--- src/rtl/alu_pkg.sv ---
// alu_pkg: shared opcodes, FSM state encoding and sizing helper
// for the handshaked sequential ALU (alu_seq).
package alu_pkg;

    typedef logic [2:0] op_t;

    localparam op_t OP_ADD = 3'b000;
    localparam op_t OP_SUB = 3'b001;
    localparam op_t OP_DIV = 3'b010;
    localparam op_t OP_MUL = 3'b011;
    localparam op_t OP_AND = 3'b100;
    localparam op_t OP_OR  = 3'b101;
    localparam op_t OP_NOT = 3'b110;
    localparam op_t OP_XOR = 3'b111;

    typedef enum logic [1:0] {
        ST_IDLE = 2'd0,
        ST_BUSY = 2'd1,
        ST_DONE = 2'd2
    } state_t;

    // Bits needed to count 0..w iterations.
    function automatic int cnt_width(input int w);
        return $clog2(w + 1);
    endfunction

endpackage

--- src/rtl/alu_seq_if.sv ---
// alu_seq_if: issue-side request and writeback-side result bundle.
// master = requester/consumer side, slave = the ALU.
interface alu_seq_if
    import alu_pkg::*;
#(
    parameter int WIDTH = 8
);
    logic             in_valid;
    logic             in_ready;
    op_t              opcode;
    logic [WIDTH-1:0] operand_a;
    logic [WIDTH-1:0] operand_b;
    logic             out_valid;
    logic             out_ready;
    logic [WIDTH-1:0] result;
    logic [WIDTH-1:0] result_hi;
    logic             flag_zero;
    logic             flag_carry;
    logic             flag_ovf;
    logic             flag_dbz;

    modport master (
        output in_valid, opcode, operand_a, operand_b, out_ready,
        input  in_ready, out_valid, result, result_hi,
        input  flag_zero, flag_carry, flag_ovf, flag_dbz
    );

    modport slave (
        input  in_valid, opcode, operand_a, operand_b, out_ready,
        output in_ready, out_valid, result, result_hi,
        output flag_zero, flag_carry, flag_ovf, flag_dbz
    );
endinterface

--- src/rtl/alu_seq_muldiv.sv ---
// alu_seq_muldiv: iterative one-bit-per-cycle unsigned shift-add
// multiply / restoring divide.
// Ports: clk, rst (sync high); start/is_div/a/b load an operation;
// done pulses in the last iteration cycle, with lo/hi showing the
// final value that the register pair takes at that edge
// (product {hi,lo}, or quotient lo / remainder hi).
module alu_seq_muldiv
    import alu_pkg::*;
#(
    parameter int WIDTH = 8
) (
    input  logic             clk,
    input  logic             rst,
    input  logic             start,
    input  logic             is_div,
    input  logic [WIDTH-1:0] a,
    input  logic [WIDTH-1:0] b,
    output logic             done,
    output logic [WIDTH-1:0] lo,
    output logic [WIDTH-1:0] hi
);
    localparam int CW = cnt_width(WIDTH);

    logic [CW-1:0]    cnt;
    logic             active;
    logic             div_q;
    logic [WIDTH-1:0] hi_q;
    logic [WIDTH-1:0] lo_q;
    logic [WIDTH-1:0] b_q;
    logic [WIDTH:0]   sum;
    logic [WIDTH:0]   shl;
    logic [WIDTH-1:0] hi_n;
    logic [WIDTH-1:0] lo_n;
    logic             last;

    // Multiply: lo holds the multiplier, shifted out LSB first while
    // partial-product bits shift in from the top.
    // Divide: lo holds the dividend, shifted out MSB first into the
    // remainder while quotient bits shift in at the bottom.
    always_comb begin
        sum  = '0;
        shl  = '0;
        hi_n = hi_q;
        lo_n = lo_q;
        if (div_q) begin
            shl = {hi_q, lo_q[WIDTH-1]};
            if (shl >= {1'b0, b_q}) begin
                sum  = shl - {1'b0, b_q};
                lo_n = {lo_q[WIDTH-2:0], 1'b1};
            end else begin
                sum  = shl;
                lo_n = {lo_q[WIDTH-2:0], 1'b0};
            end
            hi_n = sum[WIDTH-1:0];
        end else begin
            if (lo_q[0]) begin
                sum = {1'b0, hi_q} + {1'b0, b_q};
            end else begin
                sum = {1'b0, hi_q};
            end
            hi_n = sum[WIDTH:1];
            lo_n = {sum[0], lo_q[WIDTH-1:1]};
        end
    end

    assign last = active && (cnt == CW'(WIDTH - 1));
    assign done = last;
    assign lo   = lo_n;
    assign hi   = hi_n;

    always_ff @(posedge clk) begin
        if (rst) begin
            active <= 1'b0;
            cnt    <= '0;
            div_q  <= 1'b0;
            hi_q   <= '0;
            lo_q   <= '0;
            b_q    <= '0;
        end else if (start) begin
            active <= 1'b1;
            cnt    <= '0;
            div_q  <= is_div;
            hi_q   <= '0;
            lo_q   <= a;
            b_q    <= b;
        end else if (active) begin
            hi_q <= hi_n;
            lo_q <= lo_n;
            if (last) begin
                active <= 1'b0;
                cnt    <= '0;
            end else begin
                cnt <= cnt + 1'b1;
            end
        end
    end
endmodule

--- src/rtl/alu_seq.sv ---
// alu_seq: handshaked WIDTH-bit ALU, one operation in flight.
// Ports: clk, rst (sync high), bus (alu_seq_if.slave): issue side
// in_valid/in_ready/opcode/operand_a/operand_b, writeback side
// out_valid/out_ready/result/result_hi and zero/carry/ovf/dbz flags.
module alu_seq
    import alu_pkg::*;
#(
    parameter int WIDTH = 8
) (
    input  logic       clk,
    input  logic       rst,
    alu_seq_if.slave   bus
);
    localparam int M = WIDTH - 1;

    state_t           state;
    state_t           state_n;
    op_t              op_q;
    logic             in_rdy;
    logic             accept;
    logic             needs_md;
    logic             start_md;
    logic             md_done;
    logic [WIDTH-1:0] md_lo;
    logic [WIDTH-1:0] md_hi;

    logic [WIDTH:0]   add_w;
    logic [WIDTH:0]   sub_w;
    logic [WIDTH-1:0] sc_res;
    logic [WIDTH-1:0] sc_hi;
    logic             sc_c;
    logic             sc_o;
    logic             sc_d;

    logic             ld;
    logic [WIDTH-1:0] ld_res;
    logic [WIDTH-1:0] ld_hi;
    logic             ld_c;
    logic             ld_o;
    logic             ld_d;
    logic             ld_z;

    logic [WIDTH-1:0] res_q;
    logic [WIDTH-1:0] hi_q;
    logic             z_q;
    logic             c_q;
    logic             o_q;
    logic             d_q;

    logic [WIDTH-1:0] a;
    logic [WIDTH-1:0] b;

    assign a = bus.operand_a;
    assign b = bus.operand_b;

    assign in_rdy   = (state == ST_IDLE) && !rst;
    assign accept   = bus.in_valid && in_rdy;
    assign needs_md = (bus.opcode == OP_MUL) ||
                      ((bus.opcode == OP_DIV) && (b != '0));

    // Single-cycle results; divide-by-zero also resolves here.
    always_comb begin
        add_w  = {1'b0, a} + {1'b0, b};
        sub_w  = {1'b0, a} - {1'b0, b};
        sc_res = '0;
        sc_hi  = '0;
        sc_c   = 1'b0;
        sc_o   = 1'b0;
        sc_d   = 1'b0;
        unique case (bus.opcode)
            OP_ADD: begin
                sc_res = add_w[WIDTH-1:0];
                sc_c   = add_w[WIDTH];
                sc_o   = (a[M] == b[M]) && (add_w[M] != a[M]);
            end
            OP_SUB: begin
                sc_res = sub_w[WIDTH-1:0];
                sc_c   = sub_w[WIDTH];
                sc_o   = (a[M] != b[M]) && (sub_w[M] != a[M]);
            end
            OP_DIV: begin
                sc_res = '1;
                sc_hi  = a;
                sc_d   = 1'b1;
            end
            OP_MUL: begin
                sc_res = '0;
            end
            OP_AND: sc_res = a & b;
            OP_OR:  sc_res = a | b;
            OP_NOT: sc_res = ~a;
            OP_XOR: sc_res = a ^ b;
            default: sc_res = '0;
        endcase
    end

    alu_seq_muldiv #(
        .WIDTH (WIDTH)
    ) u_muldiv (
        .clk    (clk),
        .rst    (rst),
        .start  (start_md),
        .is_div (bus.opcode == OP_DIV),
        .a      (a),
        .b      (b),
        .done   (md_done),
        .lo     (md_lo),
        .hi     (md_hi)
    );

    always_ff @(posedge clk) begin
        if (rst) begin
            state <= ST_IDLE;
        end else begin
            state <= state_n;
        end
    end

    always_comb begin
        state_n  = state;
        start_md = 1'b0;
        ld       = 1'b0;
        ld_res   = sc_res;
        ld_hi    = sc_hi;
        ld_c     = sc_c;
        ld_o     = sc_o;
        ld_d     = sc_d;
        unique case (state)
            ST_IDLE: begin
                if (accept) begin
                    if (needs_md) begin
                        state_n  = ST_BUSY;
                        start_md = 1'b1;
                    end else begin
                        state_n = ST_DONE;
                        ld      = 1'b1;
                    end
                end
            end
            ST_BUSY: begin
                if (md_done) begin
                    state_n = ST_DONE;
                    ld      = 1'b1;
                    ld_res  = md_lo;
                    ld_hi   = md_hi;
                    ld_c    = 1'b0;
                    ld_d    = 1'b0;
                    ld_o    = (op_q == OP_MUL) && (md_hi != '0);
                end
            end
            ST_DONE: begin
                if (bus.out_ready) begin
                    state_n = ST_IDLE;
                end
            end
            default: state_n = ST_IDLE;
        endcase
    end

    assign ld_z = (ld_res == '0);

    always_ff @(posedge clk) begin
        if (rst) begin
            op_q  <= OP_ADD;
            res_q <= '0;
            hi_q  <= '0;
            z_q   <= 1'b0;
            c_q   <= 1'b0;
            o_q   <= 1'b0;
            d_q   <= 1'b0;
        end else begin
            if (accept) begin
                op_q <= bus.opcode;
            end
            if (ld) begin
                res_q <= ld_res;
                hi_q  <= ld_hi;
                z_q   <= ld_z;
                c_q   <= ld_c;
                o_q   <= ld_o;
                d_q   <= ld_d;
            end
        end
    end

    assign bus.in_ready   = in_rdy;
    assign bus.out_valid  = (state == ST_DONE);
    assign bus.result     = res_q;
    assign bus.result_hi  = hi_q;
    assign bus.flag_zero  = z_q;
    assign bus.flag_carry = c_q;
    assign bus.flag_ovf   = o_q;
    assign bus.flag_dbz   = d_q;
endmodule

--- src/flat_wrapper.sv ---
// flat-port wrapper written by rule: the top's interface ports become plain ports
module alu_seq_flat import alu_pkg::*;
#(
    parameter int WIDTH = 8
)
  (clk, rst, bus_in_valid, bus_opcode, bus_operand_a, bus_operand_b, bus_out_ready, bus_in_ready, bus_out_valid, bus_result, bus_result_hi, bus_flag_zero, bus_flag_carry, bus_flag_ovf, bus_flag_dbz);
  alu_seq_if #(.WIDTH(WIDTH)) bus_i ();
  input  logic clk;
  input  logic rst;
  input wire logic [$bits(bus_i.in_valid)-1:0] bus_in_valid;
  input wire logic [$bits(bus_i.opcode)-1:0] bus_opcode;
  input wire logic [$bits(bus_i.operand_a)-1:0] bus_operand_a;
  input wire logic [$bits(bus_i.operand_b)-1:0] bus_operand_b;
  input wire logic [$bits(bus_i.out_ready)-1:0] bus_out_ready;
  output wire logic [$bits(bus_i.in_ready)-1:0] bus_in_ready;
  output wire logic [$bits(bus_i.out_valid)-1:0] bus_out_valid;
  output wire logic [$bits(bus_i.result)-1:0] bus_result;
  output wire logic [$bits(bus_i.result_hi)-1:0] bus_result_hi;
  output wire logic [$bits(bus_i.flag_zero)-1:0] bus_flag_zero;
  output wire logic [$bits(bus_i.flag_carry)-1:0] bus_flag_carry;
  output wire logic [$bits(bus_i.flag_ovf)-1:0] bus_flag_ovf;
  output wire logic [$bits(bus_i.flag_dbz)-1:0] bus_flag_dbz;
  assign bus_i.in_valid = bus_in_valid;
  assign bus_i.opcode = bus_opcode;
  assign bus_i.operand_a = bus_operand_a;
  assign bus_i.operand_b = bus_operand_b;
  assign bus_i.out_ready = bus_out_ready;
  assign bus_in_ready = bus_i.in_ready;
  assign bus_out_valid = bus_i.out_valid;
  assign bus_result = bus_i.result;
  assign bus_result_hi = bus_i.result_hi;
  assign bus_flag_zero = bus_i.flag_zero;
  assign bus_flag_carry = bus_i.flag_carry;
  assign bus_flag_ovf = bus_i.flag_ovf;
  assign bus_flag_dbz = bus_i.flag_dbz;
  alu_seq #(.WIDTH(WIDTH)) u_core (.clk(clk), .rst(rst), .bus(bus_i));
endmodule
--- config.mk ---
export PLATFORM = sky130hd
export DESIGN_NAME = alu_seq_flat
export DESIGN_NICKNAME = d
export VERILOG_FILES = /design/src/rtl/alu_pkg.sv /design/src/rtl/alu_seq_if.sv /design/src/rtl/alu_seq_muldiv.sv /design/src/rtl/alu_seq.sv /design/src/flat_wrapper.sv
export SDC_FILE = /design/constraint.sdc
export NUM_CORES = 1
export LEC_CHECK = 0
export CAP_MARGIN = 10
export CORE_MARGIN = 4
export CORE_UTILIZATION = 59
export DETAILED_ROUTE_END_ITERATION = 8
export PLACE_DENSITY = 0.83
export RECOVER_POWER = 100
export SLEW_MARGIN = 20
export SYNTH_ARGS = -nofsm -noshare
export SYNTH_HDL_FRONTEND = slang
export SYNTH_SLANG_ARGS = --single-unit
--- constraint.sdc ---
create_clock -name clk -period 3.5 [get_ports clk]
set_input_delay 1.05 -clock clk [delete_from_list [all_inputs] [get_ports clk]]
set_output_delay 1.05 -clock clk [all_outputs]
set_load 0.01 [all_outputs]
* Word level (Yosys, flattened, before mapping) *
Cells that the tools add are included.

cells by class
  muxes and demuxes = 38
  equality and inequality tests = 18
  $add $sub $neg = 5
  bitwise logic cells = 4
  order comparisons = 1
  reductions and logical operators = 17

operators with widths
  operator                                                         count
  8-bit two-way mux                                                10
  8-bit case mux with 8 select lines                               1
  8-bit by 8-bit adder with 9-bit output                           2
  1-bit two-way mux                                                17
  8-bit nonzero test                                               2
  3-bit == test, second input constant                             4
  3-bit by 2-bit == test with 1-bit output, second input constant  3
  9-bit by 8-bit greater-or-equal comparator with 1-bit output     1
  9-bit two-way mux                                                1
  8-bit by 8-bit subtractor with 9-bit output                      1
  8-bit AND                                                        1
  8-bit zero test                                                  1
  2-bit two-way mux                                                4
  8-bit inverter                                                   1
  8-bit bitwise OR                                                 1
  8-bit subtractor                                                 1
  8-bit XOR                                                        1
  1-bit logical AND                                                7
  1-bit case mux with 2 select lines                               3
  2-bit case mux with 3 select lines                               1
  4-bit by 1-bit adder with 4-bit output, second input constant    1
  4-bit by 3-bit == test with 1-bit output, second input constant  1
  4-bit two-way mux                                                1
  2-bit by 1-bit != test with 1-bit output, second input constant  2
  other kinds (13)                                                 15

storage, ports and cells
  flip-flop bits (word level) = 55
  output and inout bits = 22
  bits of input ports = 23
  word-level logic and storage cells = 97

* Depth between registers and ports, before layout *
  depth after elaboration = 7
  depth in mapped cells = 12

* Hierarchy *
Synthesis repeated with hierarchy kept, for this count alone.

unflattened totals
  cell total of the unflattened synthesis = 615
  area total of the unflattened synthesis = 4874.7 um^2

by module, submodules not included
  module          cells each  seq. area each (um^2)  instances  area each (um^2)
  alu_seq         330         500.5                  1          2489.9
  alu_seq_muldiv  285         600.6                  1          2384.8

* Worst setup path before layout *
OpenSTA, ideal clock, no wires.

  kind = in2reg
  start point = input bus_operand_b[1]
  end point = register u_core.z_q, in the netlist u_core.bus.flag_zero
  arrival time = 3.040 ns
  slack = 0.376 ns
  cell stages on the path = 10
  buffers on the path = 0
  cell sequence = inv_1 ha_1 o21ba_2 or4_4 nand2_2 a2bb2oi_1 a311o_1 nor4_1 nand2_1 o31ai_2

between the ends
  word-level cells in the longest chain between the ends = 6
  elaborated cells between the ends (all ways) = 15

ends and longest elaborated chain
  what                                                                                                 line                RTL
  start: declaration                                                                                   flat_wrapper.sv:13  input wire logic [$bits(bus_i.operand_b)-1:0] bus_operand_b;
  parallel branches: the longest is 6 deep, another holds 8-bit by 8-bit subtractor with 9-bit output  n/a
  end signal: assignment                                                                               alu_seq.sv:178      z_q <= ld_z;
  end: declaration                                                                                     alu_seq.sv:45       logic z_q;

Several ways; the timed one is not identified.
A chain may end at the register's enable or synchronous reset.

* Worst setup path in the final report *
  start point = input rst
  end point = output bus_in_ready

between the ends
  word-level cells in the longest chain between the ends = 2

ends and longest elaborated chain
  what                line                RTL
  start: declaration  flat_wrapper.sv:9   input logic rst;
  1-bit zero test     alu_seq.sv:56       assign in_rdy = (state == ST_IDLE) && !rst;
  1-bit logical AND   alu_seq.sv:56
  end: declaration    flat_wrapper.sv:15  output wire logic [$bits(bus_i.in_ready)-1:0] bus_in_ready;

Every way passes these cells.

==> impl_metrics.ini <==
[critical_path]
setup.worst_path.start_class = input port
source_of_the_worst_register_to_register_timing_path = u_core.u_muldiv.lo_q[7]
critical_path_peak_fanout = 2
slowest_stage = sky130_fd_sc_hd__clkdlybuf4s50_1
slowest_delay_ns = 0.58
critical_path_required_ns = 2.45
crit_path_cell_trace = dlygate4sd3_1 -> nor3_1 -> clkdlybuf4s50_1
crit_path_end_kind = output pin
worstPathArrival_ns = 2.37
worstSetupPathType = input port to output pin
source_of_the_critical_timing_path = rst

[yosys]
avgSynthCellArea_um2 = 7.64
ys_async_sr_fraction = 0
synth.top_cells.by_count = sky130_fd_sc_hd__nand2_1, sky130_fd_sc_hd__nor2_1, sky130_fd_sc_hd__dfxtp_1
ys_types = 74
ys_dominant_reg_cell = sky130_fd_sc_hd__dfxtp_1
cell_with_the_most_instances_after_synthesis = sky130_fd_sc_hd__nand2_1
ys_ff_latch = 55
yosys_warnings = 0
syn_nets = 681
synth-seq-area-share = 0.235
number_of_enable_flip_flop_cells_after_synthesis = 0
largest_cells_by_area_after_synthesis = sky130_fd_sc_hd__dfxtp_1, sky130_fd_sc_hd__ha_1, sky130_fd_sc_hd__nand2_1
synth_cells = 613
synth_largest_area_cell = sky130_fd_sc_hd__dfxtp_1
synth_largest_type_area_fraction = 0.235
netlist_area_mm2 = 0.00468

[clock_network]
cts.htree.levels = 2
clk_pin_slew_ns = 0.11
clock_tree_from_tritoncts = built
tritoncts_num_sinks = 55
clock_path_buffers = 2
ctsHoldBuffers = 0
post-cts-setup-buffer-count = 0
clock_insertion_delay_worst_skew_ns = 0.32
clock_tree.root_cell = sky130_fd_sc_hd__clkbuf_8
cts_inserted_buffers = 5

[timing]
finalClockSkew_ns = 0.0151
final.min_clock_period_ns = 3.42
min_period_over_period = 0.976
max_freq_ghz = 0.293
finalSetupViolCount = 0
whs_ns = 0.476
timing_worst_slew_pin_value_ns = 0.721
fin_tns_setup_ns = 0
setup_ws_ns = 0.0847
grt_setup_unrepaired = false
hold_violations = 0
final-max-slew-violation-count = 0
max-slew-margin-rel = 0.518

[global_route]
via_count_of_the_first_global_routing_pass = 4917
grt_max_degree = 47
grt_use_total = 0.291
antenna_found_initial = 0
overflow = 0
grt_first_pass_wirelength_um = 23100

[floorplanning]
initial_core_util = 0.606
floorplan.die.height_um = 97.1
core_rows = 32
die_area_mm2 = 0.00942
chipWidth_um = 97.1
ioPinCount = 45
floorplan.core_area_mm2 = 0.00773

[job]
max_capacitance_violation_count = 0

[layout]
final_layout_size_suffix_gt1_frac = 0.124
synthToLayoutAreaGrowth_pct = 21.1
fin_cells = 796
num-nets-final = 761
final_design_area_no_fill_mm2 = 0.00567
layout.core_utilization = 0.734
num_antenna_cells = 0

[min_path]
min-delay-path-class = flip-flop to flip-flop
min-delay-start = u_core.bus.result[7]

[power_and_ir_drop]
pwr_density_cell_mw_per_mm2 = 269
power.ir.vdd_worst_v = 0.000151
leakage_nw = 2.39
p_total_mw = 1.53

[place]
preCtsSetupSlack_ns = -0.254
detailed_place.area_mm2 = 0.00559
detailedPlacementHpwl_um = 10800
io_buffers = 44
routabilityCongestion = 0.946
place_inst = 788

[route]
vias = 4908
per_cell_via_count_in_the_routed_design = 6.17
drcViolationCount = 0
route.antenna.remaining_nets = 0
route.detailed.wl_per_inst_um = 17.1
drt-total-wl_um = 13600
drtIter0Drc = 422
drtPass1Iterations = 5

[status]
outcome = finished, final reports clean
critical path: cells and delay by family:
family | cells | cell delay [ns]
buffers and inverters | 2 | 1.13
and+or+nand+nor | 1 | 0.18
cell type report:
cell class / count / area [um2]
Inverter: 44 / 165
Clock buffer: 5 / 68.8
Sequential cell: 55 / 1100
Tap cell: 102 / 128
Fill cell: 629 / 2060
Multi-Input combinational cell: 480 / 3270
Clock inverter: 3 / 22.5
Timing Repair Buffer: 107 / 917
flip-flops by register name, summed over array words and instances (netlist names):
name	flops
u_core.bus.result_hi	8
u_core.u_muldiv.b_q	8
u_core.state	2
u_core.bus.flag_dbz	1
u_core.bus.flag_carry	1
u_core.bus.flag_zero	1
u_core.u_muldiv.hi_q	8
u_core.u_muldiv.cnt	4
u_core.u_muldiv.active	1
u_core.u_muldiv.div_q	1
u_core.u_muldiv.lo_q	8
u_core.bus.result	8
u_core.bus.flag_ovf	1
u_core.op_q	3
report_power, final:
part	total [mW]	internal, mW	switching, mW
combinational	0.497	0.227	0.270
clock	0.367	0.144	0.223
sequential	0.663	0.646	0.0166
repair_timing:
| item | 4_1_cts | 5_1_grt |
|---|---|---|
| endpoints found under the setup margin | 0 | 1 |
| endpoints found under the hold margin | 0 | 0 |
| gates resized for setup | 0 | 4 |
cell usage in the layout (no fill, tap or decap), drive strengths merged, types with 5 or more instances in the layout:
cell type	instances
a2111oi	6
a211o	5
a211oi	24
a21o	7
a21oi	46
a311oi	6
a31oi	9
and3	5
buf	55
clkbuf	13
clkdlybuf4s50	20
dfxtp	55
dlygate4sd3	23
ha	41
inv	45
mux2i	19
nand2	69
nand2b	19
nand3	5
nor2	65
nor2b	11
nor3	14
o211ai	10
o21a	5
o21ai	31
o31ai	7
xnor2	6
xor2	7
metal layers:
metal / up-vias / track usage / part of all wire
li1: 2361 / - / -
met1: 2276 / 0.359 / 0.40
met2: 224 / 0.506 / 0.49
met3: 47 / 0.0388 / 0.069
met4: 0 / 0.127 / 0.036
met5: - / 0 / 0
logic make-up after synthesis:
logic type,after synthesis,synth area share
simple gates,213,0.216
compound gates,186,0.274
buf+inv,78,0.0684
flops,55,0.235
fa+ha+maj,45,0.127
mux,23,0.0551
xor+xnor,13,0.0243
path summary, 6_finish.rpt:
kind	to	slack [ns]	cells after the start
max reg2reg	u_core.bus.flag_ovf	0.40	11
min reg2reg	u_core.bus.result[7]	0.48	2
min	u_core.bus.result[7]	0.48	2
max	bus_in_ready	0.08	3
Power figures use the tool's default switching activity.
